===== config.mk =====
export PLATFORM = sky130hd
export DESIGN_NAME = bram_s1_s4_fifo_ctrl_flat
export DESIGN_NICKNAME = d
export VERILOG_FILES = /design/src/rtl/bram_s1_s4_fifo_ctrl_if.sv /design/src/rtl/bram_s1_s4_fifo_ctrl.sv /design/src/flat_wrapper.sv
export SDC_FILE = /design/constraint.sdc
export NUM_CORES = 1
export LEC_CHECK = 0
export CAP_MARGIN = 5
export CORE_ASPECT_RATIO = 2
export CORE_MARGIN = 3
export CORE_UTILIZATION = 42
export DETAILED_ROUTE_END_ITERATION = 8
export PLACE_DENSITY = 0.66
export SLEW_MARGIN = 5
export SYNTH_ARGS = -nofsm -noshare
export SYNTH_HDL_FRONTEND = slang
export SYNTH_SLANG_ARGS = --single-unit
export TNS_END_PERCENT = 30

===== constraint.sdc =====
create_clock -name clk -period 10.85 [get_ports clk]
set_clock_uncertainty 0.15 [all_clocks]
set_input_delay 3.255 -clock clk [delete_from_list [all_inputs] [get_ports clk]]
set_output_delay 3.255 -clock clk [all_outputs]
set_load 0.03 [all_outputs]

===== src/rtl/bram_s1_s4_fifo_ctrl_if.sv =====
// Push/pop handshake between the serial producer, the nibble consumer and the FIFO controller.
// The consumer side sees RAM read data directly as rd_data, qualified by rd_valid.
interface bram_s1_s4_fifo_ctrl_if;
    logic       wr_en;
    logic       wr_bit;
    logic       wr_ready;
    logic       rd_en;
    logic       rd_avail;
    logic [3:0] rd_data;
    logic       rd_valid;

    modport master (
        output wr_en, wr_bit, rd_en,
        input  wr_ready, rd_avail, rd_data, rd_valid
    );

    modport slave (
        input  wr_en, wr_bit, rd_en,
        output wr_ready, rd_avail, rd_data, rd_valid
    );
endinterface


===== src/rtl/bram_s1_s4_fifo_ctrl.sv =====
// FIFO controller for a 4096x1 (write) / 1024x4 (read) dual-port block RAM.
// Define BRAM_FIFO_CLR_EN to zero the whole RAM through port B after reset before accepting traffic.
module bram_s1_s4_fifo_ctrl #(
    parameter int AFULL_LVL  = 4032,
    parameter int AEMPTY_LVL = 16
) (
    input  logic                         clk,
    input  logic                         rst_n,
    input  logic                         flush,
    bram_s1_s4_fifo_ctrl_if.slave        bus,
    output logic [12:0]                  count,
    output logic                         afull,
    output logic                         aempty,
    output logic                         ovf,
    output logic                         udf,
    output logic                         busy,
    output logic [11:0]                  ram_addra,
    output logic                         ram_dia,
    output logic                         ram_ena,
    output logic                         ram_wea,
    output logic [9:0]                   ram_addrb,
    output logic [3:0]                   ram_dib,
    output logic                         ram_enb,
    output logic                         ram_web,
    input  logic [3:0]                   ram_dob
);

    logic [11:0] wptr_r;
    logic [9:0]  rptr_r;
    logic [12:0] count_r;
    logic        ovf_r;
    logic        udf_r;
    logic        rd_valid_r;
    logic        run_s;
    logic        clear_s;
    logic        wr_ready_s;
    logic        rd_avail_s;
    logic        push_s;
    logic        pop_s;

`ifdef BRAM_FIFO_CLR_EN
    typedef enum logic [0:0] {
        CLEAR = 1'b0,
        RUN   = 1'b1
    } state_t;

    state_t state_r;
    state_t state_nxt_s;

    // State register
    always_ff @(posedge clk or negedge rst_n) begin
        if (!rst_n) begin
            state_r <= CLEAR;
        end else begin
            state_r <= state_nxt_s;
        end
    end

    // Next state: the sweep reuses rptr as its address and ends after nibble 1023
    always_comb begin
        state_nxt_s = state_r;
        case (state_r)
            CLEAR: begin
                if (rptr_r == 10'd1023) begin
                    state_nxt_s = RUN;
                end else begin
                    state_nxt_s = CLEAR;
                end
            end
            RUN:     state_nxt_s = RUN;
            default: state_nxt_s = CLEAR;
        endcase
    end

    assign clear_s = (state_r == CLEAR);
    assign run_s   = (state_r == RUN);
`else
    assign clear_s = 1'b0;
    assign run_s   = 1'b1;
`endif

    // Readiness looks only at the current occupancy, so a same-cycle pop never makes room for a push
    assign wr_ready_s = run_s & (count_r < 13'd4096);
    assign rd_avail_s = run_s & (count_r >= 13'd4);
    assign push_s     = bus.wr_en & wr_ready_s & ~flush;
    assign pop_s      = bus.rd_en & rd_avail_s & ~flush;

    // Pointers, occupancy, sticky error flags and read-valid pipeline
    always_ff @(posedge clk or negedge rst_n) begin
        if (!rst_n) begin
            wptr_r     <= 12'd0;
            rptr_r     <= 10'd0;
            count_r    <= 13'd0;
            ovf_r      <= 1'b0;
            udf_r      <= 1'b0;
            rd_valid_r <= 1'b0;
        end else if (clear_s) begin
            rptr_r     <= rptr_r + 10'd1;
            rd_valid_r <= 1'b0;
        end else if (flush) begin
            wptr_r     <= 12'd0;
            rptr_r     <= 10'd0;
            count_r    <= 13'd0;
            ovf_r      <= 1'b0;
            udf_r      <= 1'b0;
            rd_valid_r <= 1'b0;
        end else begin
            if (push_s) begin
                wptr_r <= wptr_r + 12'd1;
            end
            if (pop_s) begin
                rptr_r <= rptr_r + 10'd1;
            end
            count_r <= count_r + {12'd0, push_s} - {10'd0, pop_s, 2'b00};
            if (bus.wr_en && !wr_ready_s) begin
                ovf_r <= 1'b1;
            end
            if (bus.rd_en && !rd_avail_s) begin
                udf_r <= 1'b1;
            end
            rd_valid_r <= pop_s;
        end
    end

    assign bus.wr_ready = wr_ready_s;
    assign bus.rd_avail = rd_avail_s;
    assign bus.rd_data  = ram_dob;
    assign bus.rd_valid = rd_valid_r;

    assign count  = count_r;
    assign afull  = (count_r >= 13'(AFULL_LVL));
    assign aempty = (count_r <= 13'(AEMPTY_LVL));
    assign ovf    = ovf_r;
    assign udf    = udf_r;
    assign busy   = clear_s;

    // Port B doubles as the zeroing path during the clear sweep
    assign ram_addra = wptr_r;
    assign ram_dia   = bus.wr_bit;
    assign ram_ena   = push_s;
    assign ram_wea   = push_s;
    assign ram_addrb = rptr_r;
    assign ram_dib   = 4'd0;
    assign ram_enb   = clear_s | pop_s;
    assign ram_web   = clear_s;

endmodule

===== src/flat_wrapper.sv =====
// flat-port wrapper written by rule: the top's interface ports become plain ports
module bram_s1_s4_fifo_ctrl_flat 
#(
    parameter int AFULL_LVL  = 4032,
    parameter int AEMPTY_LVL = 16
)
  (clk, rst_n, flush, count, afull, aempty, ovf, udf, busy, ram_addra, ram_dia, ram_ena, ram_wea, ram_addrb, ram_dib, ram_enb, ram_web, ram_dob, bus_wr_en, bus_wr_bit, bus_rd_en, bus_wr_ready, bus_rd_avail, bus_rd_data, bus_rd_valid);
  bram_s1_s4_fifo_ctrl_if bus_i ();
  input  logic clk;
  input  logic rst_n;
  input  logic flush;
  output logic [12:0] count;
  output logic afull;
  output logic aempty;
  output logic ovf;
  output logic udf;
  output logic busy;
  output logic [11:0] ram_addra;
  output logic ram_dia;
  output logic ram_ena;
  output logic ram_wea;
  output logic [9:0] ram_addrb;
  output logic [3:0] ram_dib;
  output logic ram_enb;
  output logic ram_web;
  input  logic [3:0] ram_dob;
  input wire logic [$bits(bus_i.wr_en)-1:0] bus_wr_en;
  input wire logic [$bits(bus_i.wr_bit)-1:0] bus_wr_bit;
  input wire logic [$bits(bus_i.rd_en)-1:0] bus_rd_en;
  output wire logic [$bits(bus_i.wr_ready)-1:0] bus_wr_ready;
  output wire logic [$bits(bus_i.rd_avail)-1:0] bus_rd_avail;
  output wire logic [$bits(bus_i.rd_data)-1:0] bus_rd_data;
  output wire logic [$bits(bus_i.rd_valid)-1:0] bus_rd_valid;
  assign bus_i.wr_en = bus_wr_en;
  assign bus_i.wr_bit = bus_wr_bit;
  assign bus_i.rd_en = bus_rd_en;
  assign bus_wr_ready = bus_i.wr_ready;
  assign bus_rd_avail = bus_i.rd_avail;
  assign bus_rd_data = bus_i.rd_data;
  assign bus_rd_valid = bus_i.rd_valid;
  bram_s1_s4_fifo_ctrl #(.AFULL_LVL(AFULL_LVL), .AEMPTY_LVL(AEMPTY_LVL)) u_core (.clk(clk), .rst_n(rst_n), .flush(flush), .bus(bus_i), .count(count), .afull(afull), .aempty(aempty), .ovf(ovf), .udf(udf), .busy(busy), .ram_addra(ram_addra), .ram_dia(ram_dia), .ram_ena(ram_ena), .ram_wea(ram_wea), .ram_addrb(ram_addrb), .ram_dib(ram_dib), .ram_enb(ram_enb), .ram_web(ram_web), .ram_dob(ram_dob));
endmodule

# [Word-level counts from Yosys, hierarchy flattened]
# Index checks and enable logic that the tools add are counted.
[totals] output_inout_bits=56 ff_bits=38 in_bits=10 word_cells=37
[classes] n_bitwise=5 n_mux=10 order_cmp=4 add_sub_neg=4 reduce_logical=8
[op_table] op="two-way mux 12 bit" count=2
[op_table] op="two-way mux 10 bit" count=2
[op_table] op="adder 13 x 1 -> 13 bit" count=1
[op_table] op="greater-or-equal comparator 13 x 12 -> 1 bit (second input constant)" count=1
[op_table] op="greater-or-equal comparator 13 x 3 -> 1 bit (second input constant)" count=1
[op_table] op="<= comparator 13 x 5 -> 1 bit (second input constant)" count=1
[op_table] op="< comparator 13 bit (second input constant)" count=1
[op_table] op="two-way mux 13 bit" count=1
[op_table] op="subtractor 13 x 3 -> 13 bit" count=1
[op_table] op="adder 12 x 1 -> 12 bit (second input constant)" count=1
[op_table] op="adder 10 x 1 -> 10 bit (second input constant)" count=1
[op_table] op="nonzero test 2 bit" count=4
[op_table] op="two-way mux 1 bit" count=5
[op_table] op="bitwise AND 1 bit" count=4
[op_table] op="logical AND 1 bit" count=2
[op_table] op="logical NOT 1 bit" count=2
[op_table] op="NOT 1 bit" count=1

# [Depth between registers and ports, before layout]
[depth] depth_word=6 ltp_mapped=16 depth_no_buf=15

# [Worst setup path after synthesis]
# No wires, ideal clock.
[synth_path] kind="input to output" startpoint="input port flush" endpoint="output port ram_wea" setup_slack_ps=2654 arrival_time_ps=4791 cell_stages=6 path_cell_list="clkbuf_1 -> clkbuf_1 -> clkbuf_1 -> clkbuf_1 -> nor2_1 -> buf_4"
[synth_between] elab_chain_len=2
[synth_rtl] item="start: declaration" line="flat_wrapper.sv:11" source="input logic flush;"
[synth_rtl] item="NOT 1 bit" line="bram_s1_s4_fifo_ctrl.sv:85" source="assign push_s = bus.wr_en & wr_ready_s & ~flush;"
[synth_rtl] item="bitwise AND 1 bit" line="bram_s1_s4_fifo_ctrl.sv:85"
[synth_rtl] item="end: declaration" line="flat_wrapper.sv:21" source="output logic ram_wea;"
# Every way passes these cells.

# [Worst setup path after layout]
[layout_path] startpoint="input port bus_rd_en" endpoint="output port ram_enb"
[layout_between] elab_chain_len=2
[layout_rtl] item="start: declaration" line="flat_wrapper.sv:29" source="input wire logic [$bits(bus_i.rd_en)-1:0] bus_rd_en;"
[layout_rtl] item="bitwise AND 1 bit (2 in series)" line="bram_s1_s4_fifo_ctrl.sv:86" source="assign pop_s = bus.rd_en & rd_avail_s & ~flush;"
[layout_rtl] item="end: declaration" line="flat_wrapper.sv:24" source="output logic ram_enb;"
# Every way passes these cells.

==> impl_metrics.json <==
{
  "status": "finished, final reports clean",
  "postCtsSetupRepairBufs": 0,
  "grt_pass1_vias": 2386,
  "synth_area_leaders": "dfrtp_1 (34%), ha_1 (16%), nor2_1 (5.3%), nor2b_1 (3.3%), buf_4 (3.2%)",
  "grt_pass1_wl_um": 11600,
  "critPathMaxFanout": 6,
  "cts_tree": "yes",
  "area_delta_synth_final_pct": 23.3,
  "ys_warn_count": 0,
  "dr_total_vias": 2344,
  "max_freq_mhz": 120,
  "h-tree-depth": 2,
  "first_iter_violations": 79,
  "slew_viol_final": 0,
  "yosys.area.top_type_share": 0.338,
  "cts_hold_buffers": 0,
  "postRouteAntennaNets": 0,
  "cap_viol_max_count": 0,
  "clock_sinks": 38,
  "die_w_um": 63.9,
  "finalHoldViolCount": 0,
  "synth_most_common_cell": "nor2_1",
  "critPathArrivalTime_ns": 4.94,
  "crit_required_ns": 7.45,
  "finalSetupViolCount": 0,
  "first_pass_iters": 6,
  "antenna_found_initial": 0,
  "worstMarginPinSlew_ns": 0.892,
  "grt.total_usage": 0.193,
  "ys_seq_elements": 38,
  "cp-end-kind": "primary output",
  "cts_buffer_depth": 2,
  "fin_crit_sh": 0.769,
  "num_rows": 41,
  "setup_tns_ns": 0,
  "avgSynthCellArea_um2": 9.14,
  "hold_class": "reg -> reg",
  "clkTransAtPathRegs_ns": 0.06,
  "grt_max_degree": 53,
  "die-area_mm2": 0.00778,
  "routedWlPerCell_um": 16.1,
  "place_congestion": 0.882,
  "rsz0062_at_grt": "false",
  "synth_edf_count": 0,
  "insertion_delay_ns": 0.29,
  "grt_overflow": 0,
  "fin_crit_ns": 8.35,
  "synth_cells": 308,
  "critPathLaunchType": "primary input",
  "ctsResizeCount": 0,
  "leakagePower_uw": 0.00153,
  "drcViolationCount": 0,
  "synth.cell_area_mm2": 0.00282,
  "synthTopCellsByCount": "nor2_1 (40), dfrtp_1 (38), ha_1 (36)",
  "dp_hpwl_um": 5410,
  "synth-main-ff-cell": "dfrtp_1",
  "crit_type": "in -> out",
  "num_io_pins": 66,
  "numCtsBuffers": 5,
  "synthDistinctLibCells": 51,
  "fin_total_pwr_uw": 922,
  "routed_via_density": 5.38,
  "initial_utilization": 0.439,
  "nNetsFinal": 396,
  "die_h_um": 122,
  "synth_seq_area_share": 0.338,
  "max_slew_margin": 0.406,
  "antennaDiodeCount": 0,
  "core_area_mm2": 0.00641,
  "yosys.area.top_type": "dfrtp_1",
  "power.density_mw_per_mm2": 266,
  "ir_drop_v": 0.000127,
  "async_flop_share": 1.00,
  "port_buffers": 49,
  "layout-drive-gt1-share": 0.0600,
  "routed_wl_um": 7000,
  "root_buffer": "clkbuf_16"
}
[worst paths after layout]
kind,depth (start not counted),endpoint,slack (ns),from
hold / removal,2,u_core.udf$_DFFE_PN0P_,0.36,u_core.udf$_DFFE_PN0P_
min in group asynchronous,1,u_core.count[6]$_DFF_PN0_,2.94,rst_n
hold reg to reg,2,u_core.udf$_DFFE_PN0P_,0.36,u_core.udf$_DFFE_PN0P_
setup reg to reg,15,u_core.count[11]$_DFF_PN0_,6.68,u_core.count[9]$_DFF_PN0_
setup / recovery,5,ram_enb,2.50,bus_rd_en
max in group asynchronous,1,u_core.ram_addrb[9]$_DFFE_PN0P_,7.05,rst_n
[logic make-up (layout without fill, tap and decap cells)]
| family | count (synthesis) | count (layout) | share of synthesized area |
|---|---|---|---|
| compound gates | 47 | 47 | 0.117 |
| mux | 11 | 11 | 0.0431 |
| fa+ha+maj | 36 | 36 | 0.160 |
| other cells | 1 | 6 | 0.00133 |
| xor+xnor | 16 | 16 | 0.0498 |
| buf+inv | 42 | 79 | 0.0747 |
| simple gates | 117 | 117 | 0.216 |
| flops | 38 | 38 | 0.338 |
[layout by cell type, fill, tap and decap left out, types with 6 or more instances in the layout]
master / count
inv_1: 22
ha_1: 36
clkdlybuf4s50_1: 47
nand3_1: 8
xnor2_1: 9
a21oi_1: 11
xor2_1: 7
nor2_1: 40
dfrtp_1: 38
nor2b_1: 15
nand2_1: 14
nand4_1: 7
conb_1: 6
[per-stage QoR]
step                worst slack, ns  hold slack (ns)  area [um^2]  utilization  cells
floorplan                      2.65            0.510         2830            -    313
global placement               2.52            0.337         3300        0.515    429
detailed placement             2.49            0.344         3300        0.515    429
CTS                            2.48            0.358         3470        0.541    436
global route                   2.38            0.384         3470        0.541    436
finish                         2.50            0.356         3470        0.541    436
[power breakdown]
part	internal, uW	switching [uW]
registers	169	36.9
logic	222	324
clock network	113	57.7
total	504	418
[sequential cells by signal (all words and copies together), names as in the netlist]
signal / cells
u_core.bus.rd_valid: 1
u_core.count: 13
u_core.ovf: 1
u_core.ram_addra: 12
u_core.ram_addrb: 10
u_core.udf: 1
[worst max-delay path, cell delays in order]
cell and delay, ns:
clkdlybuf4s50_1 0.53, inv_1 0.13, a21oi_1 0.17, and2_1 0.17, clkdlybuf4s50_1 0.67
[metal layers]
| layer | global-route usage | share of wire | wire length, um |
|---|---|---|---|
| met4 | 0.106 | 0.038 | 267 |
| met3 | 0.0240 | 0.026 | 184 |
| met2 | 0.364 | 0.56 | 3940 |
| met5 | 0 | 0 | 0 |
| met1 | 0.198 | 0.37 | 2610 |
[area by class of cell]
cell class	instances	area, um^2
fill	631	2940
multi-input combinational	233	1670
tap	86	108
clock inverter	1	30.0
sequential	38	951
timing repair buffer	50	488
clock buffer	6	139
inverter	22	82.6
No activity file was read; power rests on OpenSTA's default activity.
